### config.mk
export PLATFORM = sky130hd
export DESIGN_NAME = recon_l2_sched_flat
export DESIGN_NICKNAME = d
export VERILOG_FILES = /design/src/rtl/recon_l2_sched_if.sv /design/src/rtl/recon_l2_sched.sv /design/src/flat_wrapper.sv
export SDC_FILE = /design/constraint.sdc
export NUM_CORES = 1
export LEC_CHECK = 0
export BUFFER_PORTS_ARGS = -buffer_cell sky130_fd_sc_hd__buf_2
export CAP_MARGIN = 20
export CORE_MARGIN = 3
export CORE_UTILIZATION = 30
export DETAILED_ROUTE_END_ITERATION = 10
export HOLD_SLACK_MARGIN = 0.06
export RECOVER_POWER = 25
export SLEW_MARGIN = 40
export SYNTH_ARGS = -nofsm -noshare
export SYNTH_HDL_FRONTEND = slang
export SYNTH_SLANG_ARGS = --single-unit
### constraint.sdc
create_clock -name clk -period 4.3 [get_ports clk]
set_input_delay 0.645 -clock clk [delete_from_list [all_inputs] [get_ports clk]]
set_output_delay 0.645 -clock clk [all_outputs]
set_load 0.05 [all_outputs]
### src/rtl/recon_l2_sched_if.sv
// Handshake bundle between the L2 reconstruction scheduler, its upstream source,
// the datapath and the downstream r1 buffer.
interface recon_l2_sched_if #(
   parameter int INTERNAL_WIDTH = 48
);
   logic                      s_valid;
   logic                      s_ready;
   logic [INTERNAL_WIDTH-1:0] s_d0;
   logic [INTERNAL_WIDTH-1:0] s_d1;
   logic [INTERNAL_WIDTH-1:0] s_d2;
   logic [INTERNAL_WIDTH-1:0] s_d3;
   logic                      rec_valid;
   logic [INTERNAL_WIDTH-1:0] rec_d0;
   logic [INTERNAL_WIDTH-1:0] rec_d1;
   logic [INTERNAL_WIDTH-1:0] rec_d2;
   logic [INTERNAL_WIDTH-1:0] rec_d3;
   logic                      rec_dout_valid;
   logic                      credit_return;
   logic                      out_sof;
   logic                      out_eof;

   modport slave (
      input  s_valid, s_d0, s_d1, s_d2, s_d3, rec_dout_valid, credit_return,
      output s_ready, rec_valid, rec_d0, rec_d1, rec_d2, rec_d3, out_sof, out_eof
   );

   modport master (
      output s_valid, s_d0, s_d1, s_d2, s_d3, rec_dout_valid, credit_return,
      input  s_ready, rec_valid, rec_d0, rec_d1, rec_d2, rec_d3, out_sof, out_eof
   );
endinterface

### src/rtl/recon_l2_sched.sv
// Frame scheduler for the 4-in/8-out L2 inverse-wavelet datapath: credit-gated
// issue, zero flush beats at frame end, output counting and sof/eof tagging.
module recon_l2_sched #(
   parameter int INTERNAL_WIDTH = 48,
   parameter int BEATS_W        = 16,
   parameter int CREDIT_MAX     = 8,
   parameter int FLUSH_BEATS    = 1
) (
   input  logic               clk,
   input  logic               rst_n,
   input  logic [BEATS_W-1:0] cfg_frame_beats,
   input  logic               start,
   output logic               busy,
   output logic               done,
   output logic               err_credit,
   recon_l2_sched_if.slave    bus
);
   localparam int CNT_W = BEATS_W + 2;
   localparam int CW    = $clog2(CREDIT_MAX + 1);

   typedef enum logic [1:0] {
      IDLE  = 2'd0,
      RUN   = 2'd1,
      FLUSH = 2'd2,
      DRAIN = 2'd3
   } state_t;

   state_t                    state_r;
   state_t                    state_s;
   logic [CNT_W-1:0]          n_r;
   logic [CNT_W-1:0]          in_cnt_r;
   logic [CNT_W-1:0]          flush_cnt_r;
   logic [CNT_W-1:0]          out_cnt_r;
   logic [CW-1:0]             credits_r;
   logic                      prime_skip_r;
   logic                      dp_primed_r;
   logic                      err_r;
   logic                      done_r;
   logic                      rec_valid_r;
   logic [INTERNAL_WIDTH-1:0] rec_d0_r;
   logic [INTERNAL_WIDTH-1:0] rec_d1_r;
   logic [INTERNAL_WIDTH-1:0] rec_d2_r;
   logic [INTERNAL_WIDTH-1:0] rec_d3_r;

   logic                      s_ready_s;
   logic                      accept_s;
   logic                      flush_issue_s;
   logic                      issue_s;
   logic                      ret_ok_s;
   logic                      count_en_s;
   logic                      start_frame_s;
   logic                      done_s;
   logic [CNT_W-1:0]          expected_s;
   logic [CNT_W-1:0]          out_cnt_next_s;

   assign s_ready_s      = (state_r == RUN) && (credits_r != {CW{1'b0}}) && (in_cnt_r < n_r);
   assign accept_s       = bus.s_valid && s_ready_s;
   assign flush_issue_s  = (state_r == FLUSH) && (credits_r != {CW{1'b0}});
   assign issue_s        = accept_s || flush_issue_s;
   // A return with the buffer already fully credited is dropped and flagged.
   assign ret_ok_s       = bus.credit_return && (credits_r != CW'(CREDIT_MAX));
   assign count_en_s     = (state_r != IDLE) && bus.rec_dout_valid;
   assign expected_s     = n_r + CNT_W'(FLUSH_BEATS) - {{(CNT_W-1){1'b0}}, prime_skip_r};
   assign out_cnt_next_s = out_cnt_r + {{(CNT_W-1){1'b0}}, count_en_s};

   assign busy           = (state_r != IDLE);
   assign done           = done_r;
   assign err_credit     = err_r;
   assign bus.s_ready    = s_ready_s;
   assign bus.rec_valid  = rec_valid_r;
   assign bus.rec_d0     = rec_d0_r;
   assign bus.rec_d1     = rec_d1_r;
   assign bus.rec_d2     = rec_d2_r;
   assign bus.rec_d3     = rec_d3_r;
   assign bus.out_sof    = count_en_s && (out_cnt_r == {CNT_W{1'b0}});
   assign bus.out_eof    = count_en_s && (out_cnt_r == (expected_s - CNT_W'(1)));

   // Next-state and frame-control decode.
   always_comb begin
      state_s       = state_r;
      start_frame_s = 1'b0;
      done_s        = 1'b0;
      case (state_r)
         IDLE: begin
            if (start) begin
               if (cfg_frame_beats == {BEATS_W{1'b0}}) begin
                  done_s = 1'b1;
               end else begin
                  start_frame_s = 1'b1;
                  state_s       = RUN;
               end
            end else begin
               state_s = IDLE;
            end
         end
         RUN: begin
            if (accept_s && ((in_cnt_r + CNT_W'(1)) == n_r)) begin
               state_s = FLUSH;
            end else begin
               state_s = RUN;
            end
         end
         FLUSH: begin
            if (flush_issue_s && ((flush_cnt_r + CNT_W'(1)) == CNT_W'(FLUSH_BEATS))) begin
               state_s = DRAIN;
            end else begin
               state_s = FLUSH;
            end
         end
         DRAIN: begin
            if (out_cnt_next_s >= expected_s) begin
               done_s  = 1'b1;
               state_s = IDLE;
            end else begin
               state_s = DRAIN;
            end
         end
         default: begin
            state_s = IDLE;
         end
      endcase
   end

   // State register.
   always_ff @(posedge clk or negedge rst_n) begin
      if (!rst_n) begin
         state_r <= IDLE;
      end else begin
         state_r <= state_s;
      end
   end

   // Counters, credits, issue register and status flags.
   always_ff @(posedge clk or negedge rst_n) begin
      if (!rst_n) begin
         n_r          <= {CNT_W{1'b0}};
         in_cnt_r     <= {CNT_W{1'b0}};
         flush_cnt_r  <= {CNT_W{1'b0}};
         out_cnt_r    <= {CNT_W{1'b0}};
         credits_r    <= CW'(CREDIT_MAX);
         prime_skip_r <= 1'b0;
         dp_primed_r  <= 1'b0;
         err_r        <= 1'b0;
         done_r       <= 1'b0;
         rec_valid_r  <= 1'b0;
         rec_d0_r     <= {INTERNAL_WIDTH{1'b0}};
         rec_d1_r     <= {INTERNAL_WIDTH{1'b0}};
         rec_d2_r     <= {INTERNAL_WIDTH{1'b0}};
         rec_d3_r     <= {INTERNAL_WIDTH{1'b0}};
      end else begin
         done_r      <= done_s;
         rec_valid_r <= issue_s;
         dp_primed_r <= dp_primed_r | issue_s;
         if (bus.credit_return && !ret_ok_s) begin
            err_r <= 1'b1;
         end else begin
            err_r <= err_r;
         end
         case ({issue_s, ret_ok_s})
            2'b10:   credits_r <= credits_r - CW'(1);
            2'b01:   credits_r <= credits_r + CW'(1);
            default: credits_r <= credits_r;
         endcase
         if (start_frame_s) begin
            n_r          <= {2'b00, cfg_frame_beats};
            prime_skip_r <= !dp_primed_r;
            in_cnt_r     <= {CNT_W{1'b0}};
            flush_cnt_r  <= {CNT_W{1'b0}};
            out_cnt_r    <= {CNT_W{1'b0}};
         end else begin
            in_cnt_r     <= in_cnt_r + {{(CNT_W-1){1'b0}}, accept_s};
            flush_cnt_r  <= flush_cnt_r + {{(CNT_W-1){1'b0}}, flush_issue_s};
            out_cnt_r    <= out_cnt_next_s;
         end
         if (accept_s) begin
            rec_d0_r <= bus.s_d0;
            rec_d1_r <= bus.s_d1;
            rec_d2_r <= bus.s_d2;
            rec_d3_r <= bus.s_d3;
         end else if (flush_issue_s) begin
            rec_d0_r <= {INTERNAL_WIDTH{1'b0}};
            rec_d1_r <= {INTERNAL_WIDTH{1'b0}};
            rec_d2_r <= {INTERNAL_WIDTH{1'b0}};
            rec_d3_r <= {INTERNAL_WIDTH{1'b0}};
         end else begin
            rec_d0_r <= rec_d0_r;
            rec_d1_r <= rec_d1_r;
            rec_d2_r <= rec_d2_r;
            rec_d3_r <= rec_d3_r;
         end
      end
   end
endmodule
### src/flat_wrapper.sv
// flat-port wrapper written by rule: the top's interface ports become plain ports
module recon_l2_sched_flat 
#(
   parameter int INTERNAL_WIDTH = 48,
   parameter int BEATS_W        = 16,
   parameter int CREDIT_MAX     = 8,
   parameter int FLUSH_BEATS    = 1
)
  (clk, rst_n, cfg_frame_beats, start, busy, done, err_credit, bus_s_valid, bus_s_d0, bus_s_d1, bus_s_d2, bus_s_d3, bus_rec_dout_valid, bus_credit_return, bus_s_ready, bus_rec_valid, bus_rec_d0, bus_rec_d1, bus_rec_d2, bus_rec_d3, bus_out_sof, bus_out_eof);
  recon_l2_sched_if #(.INTERNAL_WIDTH(INTERNAL_WIDTH)) bus_i ();
  input  logic clk;
  input  logic rst_n;
  input  logic [BEATS_W-1:0] cfg_frame_beats;
  input  logic start;
  output logic busy;
  output logic done;
  output logic err_credit;
  input wire logic [$bits(bus_i.s_valid)-1:0] bus_s_valid;
  input wire logic [$bits(bus_i.s_d0)-1:0] bus_s_d0;
  input wire logic [$bits(bus_i.s_d1)-1:0] bus_s_d1;
  input wire logic [$bits(bus_i.s_d2)-1:0] bus_s_d2;
  input wire logic [$bits(bus_i.s_d3)-1:0] bus_s_d3;
  input wire logic [$bits(bus_i.rec_dout_valid)-1:0] bus_rec_dout_valid;
  input wire logic [$bits(bus_i.credit_return)-1:0] bus_credit_return;
  output wire logic [$bits(bus_i.s_ready)-1:0] bus_s_ready;
  output wire logic [$bits(bus_i.rec_valid)-1:0] bus_rec_valid;
  output wire logic [$bits(bus_i.rec_d0)-1:0] bus_rec_d0;
  output wire logic [$bits(bus_i.rec_d1)-1:0] bus_rec_d1;
  output wire logic [$bits(bus_i.rec_d2)-1:0] bus_rec_d2;
  output wire logic [$bits(bus_i.rec_d3)-1:0] bus_rec_d3;
  output wire logic [$bits(bus_i.out_sof)-1:0] bus_out_sof;
  output wire logic [$bits(bus_i.out_eof)-1:0] bus_out_eof;
  assign bus_i.s_valid = bus_s_valid;
  assign bus_i.s_d0 = bus_s_d0;
  assign bus_i.s_d1 = bus_s_d1;
  assign bus_i.s_d2 = bus_s_d2;
  assign bus_i.s_d3 = bus_s_d3;
  assign bus_i.rec_dout_valid = bus_rec_dout_valid;
  assign bus_i.credit_return = bus_credit_return;
  assign bus_s_ready = bus_i.s_ready;
  assign bus_rec_valid = bus_i.rec_valid;
  assign bus_rec_d0 = bus_i.rec_d0;
  assign bus_rec_d1 = bus_i.rec_d1;
  assign bus_rec_d2 = bus_i.rec_d2;
  assign bus_rec_d3 = bus_i.rec_d3;
  assign bus_out_sof = bus_i.out_sof;
  assign bus_out_eof = bus_i.out_eof;
  recon_l2_sched #(.INTERNAL_WIDTH(INTERNAL_WIDTH), .BEATS_W(BEATS_W), .CREDIT_MAX(CREDIT_MAX), .FLUSH_BEATS(FLUSH_BEATS)) u_core (.clk(clk), .rst_n(rst_n), .cfg_frame_beats(cfg_frame_beats), .start(start), .busy(busy), .done(done), .err_credit(err_credit), .bus(bus_i));
endmodule
=== Word level (Yosys, flattened, before mapping) ===
Cells that the tools add are included.

* Flip-flop bits (word level): 273
* Logic and storage cells: 81

* Add/subtract/negate cells: 10
* Order comparisons: 2
* Eq/ne operators: 10
* Muxes and demuxes: 22
* Bitwise gates (word level): 1
* Reduce and logical (&&, ||, !) cells: 21

{| class="wikitable"
|+ Operators with widths
! kind !! number
|-
| $mux 48 || 5
|-
| $add 18x1->18 || 3
|-
| $mux 18 || 3
|-
| $add 18x1->18 const B || 2
|-
| $eq 18x1->1 const B || 1
|-
| $eq 18x16->1 || 1
|-
| $eq 18x18->1 || 1
|-
| $ge 18x18->1 || 1
|-
| $logic_not 18->1 || 1
|-
| $lt 18x16->1 || 1
|-
| $sub 18x1->18 || 1
|-
| $sub 18x1->18 const B || 1
|-
| $add 16x1->17 const B || 1
|-
| $logic_not 16->1 || 1
|-
| $logic_and 1x1->1 || 11
|-
| $mux 2 || 4
|-
| $pmux 2 s4 || 1
|-
| $pmux 4 s2 || 1
|-
| $mux 1 || 7
|-
| $eq 2x2->1 const B || 3
|-
| $reduce_bool 2->1 || 3
|-
| $add 4x1->4 const B || 1
|-
| $eq 2x1->1 const B || 2
|-
| $ne 4x4->1 const B || 1
|-
| other kinds (8) || 9
|}

=== Logic depth before layout (Yosys ltp) ===
Gate-level depths: netlist of the first run.

* Word-level depth: 7
* Depth in mapped cells: 23
* Depth with buffers taken out: 21

=== Least setup slack after synthesis of the first run ===
OpenSTA, ideal clock, no wires.

* Kind: register -> register
* Start point: reg u_core.n_r[1]
* End point: reg u_core.in_cnt_r[13]
* Library setup time: 0.132 ns
* Arrival: 5.687 ns
* Slack: -1.519 ns
* Cell stages (with the launch flop): 24
* Period minus slack after synthesis: 5.819 ns
* Cells stage by stage: dfrtp_1 > buf_2 > inv_1 > ha_1 > nor2b_1 > o21a_1 > o21a_1 > o21a_1 > o21a_1 > o21ai_0 > a21oi_1 > o41ai_1 > and2_1 > buf_2 > clkbuf_1 > clkbuf_1 > ha_1 > nand3_1 > nor2_1 > and3_1 > and3_1 > nand3_1 > xor2_1 > nor2_1

* Longest elaborated chain between the ends: 5

{| class="wikitable"
|+ Ends and longest elaborated chain
! what !! RTL line !! text
|-
| start, declared || recon_l2_sched.sv:30 || <nowiki>logic [CNT_W-1:0] n_r;</nowiki>
|-
| start signal, assigned || recon_l2_sched.sv:136 || <nowiki>n_r <= {CNT_W{1'b0}};</nowiki>
|-
| start signal, assigned || recon_l2_sched.sv:165 || <nowiki>n_r <= {2'b00, cfg_frame_beats};</nowiki>
|-
| $lt 18x16->1 || recon_l2_sched.sv:56 || <nowiki>assign s_ready_s = (state_r == RUN) && (credits_r != {CW{1'b0}}) && (in_cnt_r < n_r);</nowiki>
|-
| $logic_and 1x1->1 || recon_l2_sched.sv:56 ||
|-
| named net bus_s_ready || flat_wrapper.sv:25 || <nowiki>output wire logic [$bits(bus_i.s_ready)-1:0] bus_s_ready;</nowiki>
|-
| $logic_and 1x1->1 || recon_l2_sched.sv:57 || <nowiki>assign accept_s = bus.s_valid && s_ready_s;</nowiki>
|-
| $add 18x1->18 || recon_l2_sched.sv:171 || <nowiki>in_cnt_r <= in_cnt_r + {{(CNT_W-1){1'b0}}, accept_s};</nowiki>
|-
| $mux 18 || recon_l2_sched.sv:164 || <nowiki>if (start_frame_s) begin</nowiki>
|-
| end signal, assigned || recon_l2_sched.sv:137 || <nowiki>in_cnt_r <= {CNT_W{1'b0}};</nowiki>
|-
| end signal, assigned || recon_l2_sched.sv:167 || <nowiki>in_cnt_r <= {CNT_W{1'b0}};</nowiki>
|-
| end signal, assigned || recon_l2_sched.sv:171 ||
|-
| end, declared || recon_l2_sched.sv:31 || <nowiki>logic [CNT_W-1:0] in_cnt_r;</nowiki>
|}

The timed path passes the listed nets, and every way through them passes these cells.
A chain may end at the register's enable or synchronous reset.

=== Worst setup path in the final report of the first run ===
* Start point: reg u_core.n_r[0]
* End point: out bus_out_eof

* Longest elaborated chain between the ends: 5

{| class="wikitable"
|+ Ends and longest elaborated chain
! what !! RTL line !! text
|-
| $add 16x1->17 || recon_l2_sched.sv:63 || <nowiki>assign expected_s = n_r + CNT_W'(FLUSH_BEATS) - {{(CNT_W-1){1'b0}}, prime_skip_r};</nowiki>
|-
| $sub 18x1->18 || recon_l2_sched.sv:63 ||
|-
| $sub 18x1->18 || recon_l2_sched.sv:76 || <nowiki>assign bus.out_eof = count_en_s && (out_cnt_r == (expected_s - CNT_W'(1)));</nowiki>
|-
| $eq 18x18->1 || recon_l2_sched.sv:76 ||
|-
| $logic_and 1x1->1 || recon_l2_sched.sv:76 ||
|-
| end, declared || flat_wrapper.sv:32 || <nowiki>output wire logic [$bits(bus_i.out_eof)-1:0] bus_out_eof;</nowiki>
|}

Every way passes these cells.

==> results.rst, run 1 <==
.. list-table::
   :header-rows: 1

   * - Metric
     - Value
   * - Maximum number of pins on one net before global-route repair
     - around 230
   * - Seq cells post-synth
     - 273
   * - Sum of negative setup slack
     - -0.4188 ns
   * - Detailed-route DRC error count
     - 0
   * - Mux share of post-synthesis cell area
     - less than 1%
   * - Clk Tree Root Cell
     - sky130_fd_sc_hd__clkbuf_16
   * - Number of non-filler instances in the completed layout
     - 2737
   * - Area of the mapped netlist
     - between 0.01 and 0.015 mm^2
   * - Class of the tightest hold or removal check
     - in2reg
   * - H-tree lvl count
     - 2
   * - Number of synthesis warnings
     - 0
   * - Standard cell with the maximum stage delay on the critical path
     - sky130_fd_sc_hd__dfrtp_2
   * - Detailed-routing iteration count for the pre-antenna-repair pass
     - 7
   * - Worst setup path category
     - reg2out
   * - Antenna violations before repair
     - 6
   * - Top cells by area, synth
     - sky130_fd_sc_hd__dfrtp_1 47%, sky130_fd_sc_hd__nand2_1 12%, sky130_fd_sc_hd__o21ai_0 7.9%, sky130_fd_sc_hd__xnor2_1 4.5%, sky130_fd_sc_hd__ha_1 4.3%
   * - Source of the worst register-to-register timing path
     - u_core.n_r[0]
   * - Post-synthesis share of cell area spent on full adders, half adders and majority gates
     - ~4.5%
   * - Total of max-cap violations
     - 2
   * - Commonest cells post-synth
     - 454 x sky130_fd_sc_hd__nand2_1, 272 x sky130_fd_sc_hd__dfrtp_1, 229 x sky130_fd_sc_hd__o21ai_0
   * - Number of inserted filler cells in the final layout
     - about 4800
   * - Buffering stage count on the worst path with inverters included
     - 4
   * - Instance count of the mapped netlist
     - roughly 1700
   * - Crit path arrival time
     - just over 4 ns
   * - Die Y
     - ~230 um
   * - Hold slack final
     - ~0.31 ns
   * - Final clock period utilization by the worst path
     - 109.7%
   * - Post-synth top area cell
     - sky130_fd_sc_hd__dfrtp_1
   * - Wire length of the first global-routing pass
     - between 70000 and 80000 um
   * - Total clock buffers created by CTS
     - 35
   * - Final standard cell utilization of the core
     - around 41%
   * - Global Route Usage Sum
     - 19.23%
   * - Clk Latency, worst-skew pair
     - 0.53 ns
   * - Post-Syn Area per Cell
     - 8.744 um^2
   * - CP Data Required Time
     - between 3 and 4 ns
   * - Clock slew at reported path FFs
     - around 0.060 ns
   * - RePlAce Congestion
     - 0.9007
   * - Maximum fanout along the worst path
     - 5
   * - Maximum clock path buffer count
     - 3
   * - Core Rows
     - a little under 80
   * - Number of DRC markers after the initial detailed-route iteration
     - about 750
   * - Origin of the worst setup path
     - u_core.n_r[0]
   * - Slew at the pin closest to its max-slew limit
     - 1.862 ns
   * - Slew headroom
     - -24.13%
   * - Critical Path Source Type
     - register
   * - Horizontal extent of the die
     - about 230 um
   * - Die area
     - between 0.05 and 0.06 mm^2
   * - Area fraction in and, or, nand and nor cells after synthesis
     - between 20% and 30%
   * - Total overflow reported by the global router
     - 0
   * - Max IR drop VDD
     - 302.1 uV
   * - Worst hold start
     - bus_s_d0[35]
   * - Final antenna-violating net count
     - 0
   * - Top FF cell, synth
     - sky130_fd_sc_hd__dfrtp_1
   * - Unique masters post-synth
     - slightly below 80
   * - Top-area cell type share of the netlist area
     - 47.18%
   * - Failing checks
     - capacitance limit, slew limit, setup timing
   * - Clock tree from TritonCTS
     - yes
   * - Core Footprint
     - between 0.04 and 0.05 mm^2
   * - Routed wirelength normalized by instance count
     - between 15 and 20 um
   * - Count of final max-slew check failures
     - 102
   * - Largest stage delay, worst path
     - around 0.43 ns
   * - Net count of the finished layout
     - approximately 2400
   * - Vias/cell
     - about 5
   * - Overall power of the completed layout
     - around 8.5 mW
   * - Register area share after synthesis
     - a little under half
   * - Placed cell count
     - between 2000 and 3000
   * - HPWL after detailed placement
     - 36990 um
   * - Run status
     - finished with violations
   * - Worst setup margin
     - -0.4188 ns
   * - Post-Synthesis Net Count
     - 1915
   * - Min Clock Period, post-route
     - 4.719 ns
   * - I/O pin count
     - between 400 and 500
   * - Crit path max-delay family
     - compound AO/OA/AOI/OAI gates
   * - Met2 usage
     - 33.22%
   * - Number of enable-type register cells in the synthesized netlist
     - 0
   * - Setup repair after global routing missed its margin
     - yes
   * - Total wirelength of the detailed-routed design
     - 49840 um
   * - Register Area
     - ~0.0068 mm^2
   * - Pwr Density
     - between 400 and 500 mW/mm^2
   * - Met1 GRT Util
     - a little under a quarter
   * - Post-synthesis compound-gate area fraction
     - between 10% and 20%
   * - Top achievable clock speed
     - 0.2119 GHz
   * - Multi-input gate area in the final layout
     - roughly 0.0074 mm^2
   * - Leakage
     - around 9.6 nW
   * - Chain of cells forming the critical path
     - ha_4 -> inv_2 -> ha_4 -> or2_0 -> a31o_2 -> or3_4 -> a221oi_4 -> o31ai_4 -> buf_4 -> buf_4 -> xnor2_1 -> nor2_1 -> a211oi_1 -> a21o_1 -> a2111o_1 -> nor3_4 -> buf_6
   * - Synthesis-to-layout area growth
     - 33.97%
   * - Final hold viol count
     - 0
   * - Input/output buffers
     - roughly 410
   * - Vias in the first global route
     - around 13000
   * - Layer with the highest usage after global routing
     - met2
   * - Most instantiated library cell after synthesis
     - sky130_fd_sc_hd__nand2_1
   * - CTS sink cnt
     - between 200 and 300
   * - Dominant combinational cell family by area after synthesis
     - simple AND/OR/NAND/NOR gates
   * - Critical Path End Type
     - primary output
   * - Share of the synthesized netlist area taken by xor and xnor gates
     - 7.207%
   * - GR Util met3
     - under 10%
   * - Initial core utilization
     - a little under a third
   * - Clk_skew
     - between 0.02 and 0.025 ns
   * - Share of final-layout standard cells stronger than drive strength 1
     - a little under a third
   * - Synth async-reset ratio
     - 100.0%
   * - Final setup violation count
     - 1
   * - Via count
     - about 13000
==> layout make-up <==
class / count / area share (%)
antenna: 2 / 0.02589
clock buffer: 45 / 5.140
clock inverter: 17 / 1.411
inverter: 37 / 0.7185
multi-input combinational: 1242 / 38.34
sequential: 273 / 35.37
tap: 607 / 3.929
timing repair buffer: 514 / 15.07
==> placed cells by master (no fill, tap or decap), types with 6 or more instances in the layout <==
cell type and instances:
sky130_fd_sc_hd__a21o_1 10, sky130_fd_sc_hd__a21oi_1 20, sky130_fd_sc_hd__a31oi_1 8, sky130_fd_sc_hd__and2_1 25, sky130_fd_sc_hd__and3_1 15, sky130_fd_sc_hd__and4_1 8
sky130_fd_sc_hd__buf_2 410, sky130_fd_sc_hd__buf_4 91, sky130_fd_sc_hd__bufinv_16 7, sky130_fd_sc_hd__clkbuf_16 35, sky130_fd_sc_hd__clkbuf_8 8, sky130_fd_sc_hd__clkinv_2 6
sky130_fd_sc_hd__dfrtp_1 269, sky130_fd_sc_hd__ha_1 44, sky130_fd_sc_hd__ha_4 6, sky130_fd_sc_hd__inv_1 35, sky130_fd_sc_hd__mux2i_1 8, sky130_fd_sc_hd__nand2_1 454
sky130_fd_sc_hd__nand3_1 46, sky130_fd_sc_hd__nand4_1 23, sky130_fd_sc_hd__nor2_1 65, sky130_fd_sc_hd__nor3_1 20, sky130_fd_sc_hd__nor4_1 10, sky130_fd_sc_hd__o21ai_0 226
sky130_fd_sc_hd__or3_1 9, sky130_fd_sc_hd__or4_1 6, sky130_fd_sc_hd__xnor2_1 70, sky130_fd_sc_hd__xnor2_2 6, sky130_fd_sc_hd__xor2_1 41
==> cell families after synthesis <==
logic type | after synthesis
compound gates | 324
xor+xnor | 117
fa+ha+maj | 51
buf+inv | 135
flops | 273
mux | 11
simple gates | 739
==> metal layers <==
layer / part of all wire (%) / vias to the layer above
met2: 50 / 379
li1: - / 6495
met1: 40 / 6392
met3: 6.9 / 100
met5: 0.040 / -
met4: 3.3 / 2
==> worst paths after layout <==
kind                                               to  slack, ns  cells after the start
worst min-delay path            u_core.bus.rec_d0[35]       0.31                      3
worst max register to register      u_core.state_r[0]       0.23                     23
max in group asynchronous        u_core.out_cnt_r[13]       0.44                      4
min in group asynchronous               u_core.n_r[4]       1.17                      2
worst min register to register      u_core.err_credit       0.47                      1
worst max-delay path                      bus_out_eof      -0.42                     17
==> state kept, by name (all words and copies together), names as in the netlist, 2 cells and up <==
name and count:
u_core.state_r 2, u_core.bus.rec_d0 48, u_core.bus.rec_d1 48, u_core.out_cnt_r 18
u_core.n_r 16, u_core.in_cnt_r 18, u_core.flush_cnt_r 18, u_core.credits_r 4
u_core.bus.rec_d2 48, u_core.bus.rec_d3 48
==> timing repair <==
action,in CTS,in global routing
endpoints found under the hold margin,0,31
resized for setup,21,31
pin swaps,9,16
setup buffers,5,6
hold buffers,0,1
endpoints found under the setup margin,1,4
==> tightest hold or removal path, delay by kind of cell <==
family | cells | cell delay (ns)
AO/OA/AOI/OAI | 1 | 0.05
AND/OR/NAND/NOR | 1 | 0.03
buffers and inverters | 1 | 0.07
==> per-stage QoR <==
step / setup WS [ns] / cell area, um^2
5_1_grt: -0.5890 / 19330
3_5_place_dp: -0.09682 / 17680
3_3_place_gp: -0.02843 / 17650
6_report: -0.4188 / 19330
2_1_floorplan: -0.06016 / 14570
4_1_cts: -0.4075 / 19110
==> where the power goes <==
part           switching [mW]  internal, mW  total [mW]
sequential              0.265          2.88        3.14
clock                    1.19          2.05        3.25
combinational            1.48         0.606        2.09
No activity file was read; power rests on OpenSTA's default activity.
==> inputs of run 2 (changes only) <==
--- a/config.mk
+++ b/config.mk
@@ -9,6 +9,7 @@
 export CAP_MARGIN = 20
 export CORE_MARGIN = 3
 export CORE_UTILIZATION = 30
+export CTS_BUF_LIST = sky130_fd_sc_hd__clkbuf_16
 export DETAILED_ROUTE_END_ITERATION = 10
 export HOLD_SLACK_MARGIN = 0.06
 export RECOVER_POWER = 25
==> results.rst, run 2 (synthesis gave the netlist of run 1 again) <==
.. list-table::
   :header-rows: 1

   * - Metric
     - Value
   * - Run status
     - finished with violations
   * - Total wirelength of the detailed-routed design
     - 49740 um (-0.19%)
   * - Cell area after layout
     - 0.01925 mm^2 (-0.40%)
   * - Largest stage delay, worst path
     - 0.43 ns (about the same)
   * - Pwr Density
     - 432.0 mW/mm^2 (-1.5%)
   * - Via count
     - 13420 (+0.39%)
   * - Initial core utilization
     - 30.66% (unchanged)
   * - Share of final-layout standard cells stronger than drive strength 1
     - 30.26% (-0.38 points)
   * - Min Clock Period, post-route
     - 4.719 ns (+0.0003510 ns)
   * - Die area
     - 0.05076 mm^2 (unchanged)
   * - DP Area
     - 0.01768 mm^2 (unchanged)
   * - CTS sink cnt
     - 273 (unchanged)
   * - Core Footprint
     - 0.04705 mm^2 (unchanged)
   * - Sum of negative setup slack
     - -0.4191 ns (-0.0003510 ns)
   * - Detailed-routing iteration count for the pre-antenna-repair pass
     - 5 (-2)
   * - Maximum clock path buffer count
     - 3 (unchanged)
   * - Slew headroom
     - -24.40% (-0.27 points)
   * - Multi-input gate area in the final layout
     - 0.007410 mm^2 (unchanged)
   * - I/O pin count
     - 413 (unchanged)
   * - Count of final max-slew check failures
     - 102 (unchanged)
   * - Die Y
     - 225.3 um (unchanged)
   * - Number of DRC markers after the initial detailed-route iteration
     - 754 (+0.80%)
   * - Buffering stage count on the worst path with inverters included
     - 4 (unchanged)
   * - Clk Latency, worst-skew pair
     - 0.53 ns (about the same)
   * - Final hold viol count
     - 0 (unchanged)
   * - Worst setup path category
     - reg2out
   * - Maximum fanout along the worst path
     - 5 (unchanged)
   * - H-tree lvl count
     - 2 (unchanged)
   * - Standard cell with the maximum stage delay on the critical path
     - sky130_fd_sc_hd__dfrtp_2
   * - Crit path max-delay family
     - compound AO/OA/AOI/OAI gates
   * - Number of gates on the worst path with buffers counted
     - 17 (unchanged)
   * - Failing checks
     - capacitance limit, slew limit, setup timing
   * - Class of the tightest hold or removal check
     - in2reg
   * - Final setup violation count
     - 1 (unchanged)
   * - Top library cells by usage in the layout, fill and taps aside
     - 454 x sky130_fd_sc_hd__nand2_1, 410 x sky130_fd_sc_hd__buf_2, 269 x sky130_fd_sc_hd__dfrtp_1
   * - Total of max-cap violations
     - 2 (unchanged)
   * - Register Area
     - 0.006837 mm^2 (unchanged)
   * - Total overflow reported by the global router
     - 0 (unchanged)
   * - Chain of cells forming the critical path
     - ha_4 -> inv_2 -> ha_4 -> or2_0 -> a31o_2 -> or3_4 -> a221oi_4 -> o31ai_4 -> buf_4 -> buf_4 -> xnor2_1 -> nor2_1 -> a211oi_1 -> a21o_1 -> a2111o_1 -> nor3_4 -> buf_6
   * - Top achievable clock speed
     - 0.2119 GHz (about the same)
   * - Leakage
     - 9.550 nW (-0.38%)
   * - Critical Path End Type
     - primary output
   * - Routed wirelength normalized by instance count
     - 18.17 um (-0.23%)
   * - Clk Tree Root Cell
     - sky130_fd_sc_hd__clkbuf_16
   * - Max IR drop VDD
     - 300.5 uV (-0.55%)
   * - Vias/cell
     - 4.901 (+0.35%)
   * - Setup repair after global routing missed its margin
     - yes
   * - Global Route Usage Sum
     - 19.25% (+0.020 points)
   * - Number of inserted filler cells in the final layout
     - 4769 (+0.29%)
   * - Antenna violations before repair
     - 7 (+1)
   * - Leading cell type in the layout, fill and taps excluded
     - sky130_fd_sc_hd__nand2_1
   * - Worst setup margin
     - -0.4191 ns (-0.0003510 ns)
   * - Maximum number of pins on one net before global-route repair
     - 225 (unchanged)
   * - Count of cells along the worst hold path
     - 3 (unchanged)
   * - Final antenna-violating net count
     - 0 (unchanged)
   * - Vias in the first global route
     - 13470 (+0.22%)
   * - R2r worst-path depth
     - 23 (unchanged)
   * - Critical Path Source Type
     - register
   * - Clk_skew
     - 0.01642 ns (-0.003952 ns)
   * - Final clock period utilization by the worst path
     - 109.7% (about the same)
   * - Slew at the pin closest to its max-slew limit
     - 1.866 ns (+0.004106 ns)
   * - Net count of the finished layout
     - 2368 (unchanged)
   * - Clock slew at reported path FFs
     - 0.06 ns (about the same)
   * - Crit path arrival time
     - 4.07 ns (about the same)
   * - HPWL after detailed placement
     - 36990 um (unchanged)
   * - Detailed-route DRC error count
     - 0 (unchanged)
   * - Total clock buffers created by CTS
     - 35 (unchanged)
   * - CP Data Required Time
     - 3.65 ns (about the same)
   * - Horizontal extent of the die
     - 225.3 um (unchanged)
   * - Wire length of the first global-routing pass
     - 77290 um (+0.15%)
   * - RePlAce Congestion
     - 0.9007 (unchanged)
   * - Core Rows
     - 79 (unchanged)
   * - Input/output buffers
     - 412 (unchanged)
   * - Synthesis-to-layout area growth
     - 33.43%
   * - Clock tree from TritonCTS
     - yes
run 2: per-stage QoR:
step	total power [mW]	instances	hold WS, ns	setup WS, ns	utilization [%]
after floorplan	4.600	1650	0.3494	-0.06016	-
after detailed placement	5.282	2659	0.4580	-0.09682	37.58
final	8.316	2738	0.3183	-0.4191	40.92
after CTS	8.446	2726	0.1717	-0.4075	40.44
after global routing	8.752	2738	0.3020	-0.5889	40.92
after global placement	5.246	2658	0.4569	-0.02843	37.52
run 2: worst reg2reg max path, cell delays in order (launching register included):
cell	delay, ns
sky130_fd_sc_hd__dfrtp_2	0.43
sky130_fd_sc_hd__buf_6	0.14
sky130_fd_sc_hd__buf_6	0.12
sky130_fd_sc_hd__nand4_4	0.14
sky130_fd_sc_hd__nor4_2	0.07
sky130_fd_sc_hd__buf_4	0.14
sky130_fd_sc_hd__o311ai_4	0.35
sky130_fd_sc_hd__buf_6	0.17
sky130_fd_sc_hd__nor2_1	0.04
sky130_fd_sc_hd__xnor2_1	0.23
sky130_fd_sc_hd__inv_1	0.12
sky130_fd_sc_hd__ha_4	0.27
sky130_fd_sc_hd__nand4_1	0.11
sky130_fd_sc_hd__nor2_2	0.14
sky130_fd_sc_hd__a21oi_2	0.07
sky130_fd_sc_hd__o211ai_1	0.10
sky130_fd_sc_hd__a31oi_1	0.14
sky130_fd_sc_hd__buf_4	0.16
sky130_fd_sc_hd__o2bb2ai_1	0.11
sky130_fd_sc_hd__a31o_2	0.23
sky130_fd_sc_hd__o211ai_1	0.10
sky130_fd_sc_hd__a21oi_2	0.11
sky130_fd_sc_hd__and3_4	0.16
sky130_fd_sc_hd__a311o_1	0.30
run 2: final cells by class:
class | count | share of cell area [%]
antenna | 3 | 0.03900
clock buffer | 35 | 4.550
clock inverter | 27 | 1.612
inverter | 37 | 0.7214
multi-input combinational | 1242 | 38.49
sequential | 273 | 35.51
tap | 607 | 3.945
timing repair buffer | 514 | 15.13
run 2: report_power, final:
| part | switching, mW | internal, mW |
|---|---|---|
| sequential | 0.265 | 2.88 |
| clock | 1.18 | 1.91 |
| combinational | 1.48 | 0.606 |
| total | 2.93 | 5.39 |
run 2: routing by layer:
layer	track usage [%]	part of all wire [%]
met5	0	0.014
met4	5.904	2.9
met3	5.510	6.7
met2	33.35	50
met1	23.22	40
run 2: path summary, 6_finish.rpt:
check                             startpoint                     to  slack, ns
max                            u_core.n_r[0]            bus_out_eof      -0.42
min                             bus_s_d0[35]  u_core.bus.rec_d0[35]       0.32
max reg2reg                    u_core.n_r[0]      u_core.state_r[0]       0.23
min reg2reg                u_core.err_credit      u_core.err_credit       0.47
max in group asynchronous              rst_n   u_core.out_cnt_r[13]       0.43
min in group asynchronous              rst_n          u_core.n_r[4]       1.17
run 2: timing repair:
item / 4_1_cts / 5_1_grt
endpoints found under the setup margin: 1 / 4
hold endpoints to repair: 0 / 31
buffers inserted: 5 / 6
pin swaps: 9 / 16
gates resized for setup: 21 / 31
hold buffers: 0 / 1
==> inputs of run 3 (changes only) <==
--- a/config.mk
+++ b/config.mk
@@ -7,11 +7,13 @@
 export LEC_CHECK = 0
 export BUFFER_PORTS_ARGS = -buffer_cell sky130_fd_sc_hd__buf_2
 export CAP_MARGIN = 20
+export CORE_ASPECT_RATIO = 1.5
 export CORE_MARGIN = 3
 export CORE_UTILIZATION = 30
 export CTS_BUF_LIST = sky130_fd_sc_hd__clkbuf_16
 export DETAILED_ROUTE_END_ITERATION = 10
 export HOLD_SLACK_MARGIN = 0.06
+export PLACE_DENSITY = 0.51
 export RECOVER_POWER = 25
 export SLEW_MARGIN = 40
 export SYNTH_ARGS = -nofsm -noshare
==> results.rst, run 3 (synthesis gave the netlist of run 1 again) <==
.. list-table::
   :header-rows: 1

   * - Metric
     - Value
   * - Run status
     - finished with violations
   * - Failing checks
     - capacitance limit, slew limit, setup timing
   * - Clk Latency, worst-skew pair
     - 0.57 ns (+0.04 ns)
   * - Number of inserted filler cells in the final layout
     - 4805 (+0.75%)
   * - Detailed-route DRC error count
     - 0 (unchanged)
   * - Detailed-routing iteration count for the pre-antenna-repair pass
     - 5 (unchanged)
   * - Total of max-cap violations
     - 2 (unchanged)
   * - Worst setup path category
     - reg2out
   * - CTS sink cnt
     - 273 (unchanged)
   * - Maximum fanout along the worst path
     - 5 (unchanged)
   * - Top achievable clock speed
     - 0.2105 GHz (-0.67%)
   * - Highest routed layer
     - met5
   * - Wire length of the first global-routing pass
     - 75690 um (-2.1%)
   * - Global Route Usage Sum
     - 18.77% (-0.49 points)
   * - Chain of cells forming the critical path
     - ha_4 -> inv_4 -> ha_4 -> or2_0 -> a31o_2 -> or3_4 -> nand2_1 -> and3_4 -> nand4_1 -> or4_1 -> o21ai_1 -> mux2i_1 -> a2111o_1 -> nor3_4 -> buf_6
   * - Part of the power in the clock network
     - 32.0% (-5.1 points)
   * - Met2 Wirelength
     - 25770 um (+2.9%)
   * - Final clock period utilization by the worst path
     - 110.5% (+0.74 points)
   * - HPWL after detailed placement
     - 37200 um (+0.56%)
   * - Via count
     - 13210 (-1.6%)
   * - Sequential power share
     - 41.0% (+3.2 points)
   * - Count of final max-slew check failures
     - 94 (-7.8%)
   * - Setup slack of the worst register-to-register path
     - 0.10 ns (-0.13 ns)
   * - Internal power
     - 4.837 mW (-10%)
   * - Number of DRC markers after the initial detailed-route iteration
     - 631 (-16%)
   * - Worst hold start
     - bus_s_d3[10]
   * - Largest stage delay, worst path
     - 0.45 ns (+0.02 ns)
   * - Die Y
     - 274.6 um (+22%)
   * - Total wirelength of the detailed-routed design
     - 49040 um (-1.4%)
   * - Slew headroom
     - -7.525% (+17 points)
   * - Clock slew at reported path FFs
     - 0.07 ns (about the same)
   * - Final standard cell utilization of the core
     - 40.18% (-0.73 points)
   * - Vias/cell
     - 4.865 (-0.74%)
   * - Horizontal extent of the die
     - 185.1 um (-18%)
   * - Switching power total
     - 2.826 mW (-3.5%)
   * - Critical Path Source Type
     - register
   * - Core Footprint
     - 0.04709 mm^2 (about the same)
   * - Critical Path End Type
     - primary output
   * - Maximum number of pins on one net before global-route repair
     - 215 (-4.4%)
   * - Standard cell with the maximum stage delay on the critical path
     - sky130_fd_sc_hd__or4_1
   * - Max IR drop VDD
     - 278.5 uV (-7.3%)
   * - Comb pwr share
     - 27.1% (+2.0 points)
   * - Detail Route met3 WL
     - 3417 um (+2.6%)
   * - Die area
     - 0.05081 mm^2 (+0.10%)
   * - Slew at the pin closest to its max-slew limit
     - 1.613 ns (-0.2532 ns)
   * - Total overflow reported by the global router
     - 0 (unchanged)
   * - Synthesis-to-layout area growth
     - 31.15%
   * - Clk Tree Root Cell
     - sky130_fd_sc_hd__clkbuf_16
   * - CP Data Required Time
     - 3.65 ns (about the same)
   * - H-tree lvl count
     - 1 (-1)
   * - Worst setup margin
     - -0.4508 ns (-0.03164 ns)
   * - Pwr Density
     - 405.0 mW/mm^2 (-6.3%)
   * - Count of cells along the worst hold path
     - 3 (unchanged)
   * - Vias in the first global route
     - 13390 (-0.54%)
   * - Input/output buffers
     - 412 (unchanged)
   * - Final hold viol count
     - 0 (unchanged)
   * - Crit path arrival time
     - 4.11 ns (+0.04 ns)
   * - Total clock buffers created by CTS
     - 30 (-14%)
   * - Clock tree from TritonCTS
     - yes
   * - Crit path max-delay family
     - simple AND/OR/NAND/NOR gates
   * - Cell area after layout
     - 0.01892 mm^2 (-1.7%)
   * - Buffering stage count on the worst path with inverters included
     - 2 (-2)
   * - Terminating pin of the worst hold path
     - u_core.bus.rec_d3[10]
   * - Top library cells by usage in the layout, fill and taps aside
     - 454 x sky130_fd_sc_hd__nand2_1, 406 x sky130_fd_sc_hd__buf_2, 267 x sky130_fd_sc_hd__dfrtp_1
   * - Leading cell type in the layout, fill and taps excluded
     - sky130_fd_sc_hd__nand2_1
   * - Maximum clock path buffer count
     - 3 (unchanged)
   * - Source of the worst register-to-register timing path
     - u_core.n_r[0]
   * - Setup repair after global routing missed its margin
     - yes
   * - Antenna violations before repair
     - 24 (+17)
   * - Switching share of power
     - 36.88% (+1.7 points)
   * - Core Rows
     - 97 (+23%)
   * - Final antenna-violating net count
     - 0 (unchanged)
   * - DP Area
     - 0.01760 mm^2 (-0.45%)
   * - R2r worst-path depth
     - 23 (unchanged)
   * - Final setup violation count
     - 1 (unchanged)
   * - Net count of the finished layout
     - 2351 (-0.72%)
   * - Leakage
     - 9.318 nW (-2.4%)
   * - Multi-input gate area in the final layout
     - 0.007430 mm^2 (+0.27%)
   * - Register Area
     - 0.006839 mm^2 (about the same)
   * - Post-Route M1 WL
     - 17940 um (-10%)
   * - Initial core utilization
     - 30.64% (about the same)
   * - Share of final-layout standard cells stronger than drive strength 1
     - 29.54% (-0.72 points)
   * - Reg2Reg Capture Point
     - u_core.state_r[0]
   * - Worst slack at placement
     - -0.2351 ns (-0.1383 ns)
   * - Min Clock Period, post-route
     - 4.751 ns (+0.03164 ns)
   * - Class of the tightest hold or removal check
     - in2reg
   * - Clk_skew
     - 0.02965 ns (+0.01323 ns)
   * - RePlAce Congestion
     - 0.8804 (-2.3%)
   * - Routed wirelength normalized by instance count
     - 18.06 um (-0.58%)
   * - Most frequent cell on the critical path
     - sky130_fd_sc_hd__ha_4
   * - I/O pin count
     - 413 (unchanged)
run 3: cell count changes in the layout (fill, tap and decap cells not counted), moves of 3 or more:
cell	change
sky130_fd_sc_hd__buf_2	-4
sky130_fd_sc_hd__buf_4	-14
sky130_fd_sc_hd__bufinv_16	-6
sky130_fd_sc_hd__clkbuf_1	+5
sky130_fd_sc_hd__clkbuf_16	-4
sky130_fd_sc_hd__clkinv_1	+3
sky130_fd_sc_hd__clkinv_2	-3
sky130_fd_sc_hd__diode_2	+9
run 3: layout make-up:
class	count	area share, %
repair buffers	502	14.92
clock buffers	31	4.100
flip-flops and latches	273	36.14
inverters	37	0.7472
multi-input cells	1242	39.26
diodes	12	0.1587
clock inverters	24	0.7340
well taps	594	3.928
run 3: timing repair:
item,CTS,global route
pin swaps,10,24
setup endpoints to repair,3,5
endpoints found under the hold margin,15,0
hold buffers,1,0
gates resized for setup,23,41
setup buffers,2,11
run 3: stage by stage:
stage | hold WS [ns] | TNS, ns | cells | power (mW)
floorplan | 0.3494 | -0.1201 | 1650 | 4.600
global placement | 0.4520 | -0.2095 | 2631 | 5.229
detailed placement | 0.4522 | -0.3858 | 2633 | 5.269
CTS | 0.2392 | -0.5485 | 2691 | 7.776
global route | 0.2601 | -15.68 | 2711 | 8.079
finish | 0.2742 | -0.4508 | 2715 | 7.663
run 3: worst max path at each step:
stage | startpoint | endpoint | slack (ns) | cells after the start
after floorplan | u_core.n_r[1] | u_core.in_cnt_r[13] | -0.06 | 23
after global placement | u_core.n_r[0] | bus_out_eof | -0.19 | 14
after detailed placement | u_core.n_r[0] | bus_out_eof | -0.24 | 14
after CTS | u_core.n_r[0] | bus_out_eof | -0.55 | 14
after global routing | u_core.n_r[9] | bus_out_eof | -0.72 | 12
final | u_core.n_r[0] | bus_out_eof | -0.45 | 15
run 3: worst register-to-register path: cells and delay by family, from the launching register on:
kind	cells	cell delay [ns]
flops	1	0.39
simple gates	6	1.15
compound gates	9	1.36
fa+ha+maj	1	0.25
xor+xnor	1	0.15
buf+inv	6	0.78
run 3: metal layers:
metal	vias up	track usage (%)
met2	400	34.25
met5	-	0
li1	6462	-
met3	113	5.172
met1	6230	20.54
met4	4	7.133
run 3: power groups by stage:
stage	Clock (mW)	Combinational [mW]	Sequential, mW
6_report	2.45	2.07	3.14
5_1_grt	2.65	2.25	3.19
4_1_cts	2.54	2.10	3.14
3_5_place_dp	0	2.10	3.17
3_3_place_gp	0	2.06	3.17
2_1_floorplan	0	0.687	3.91
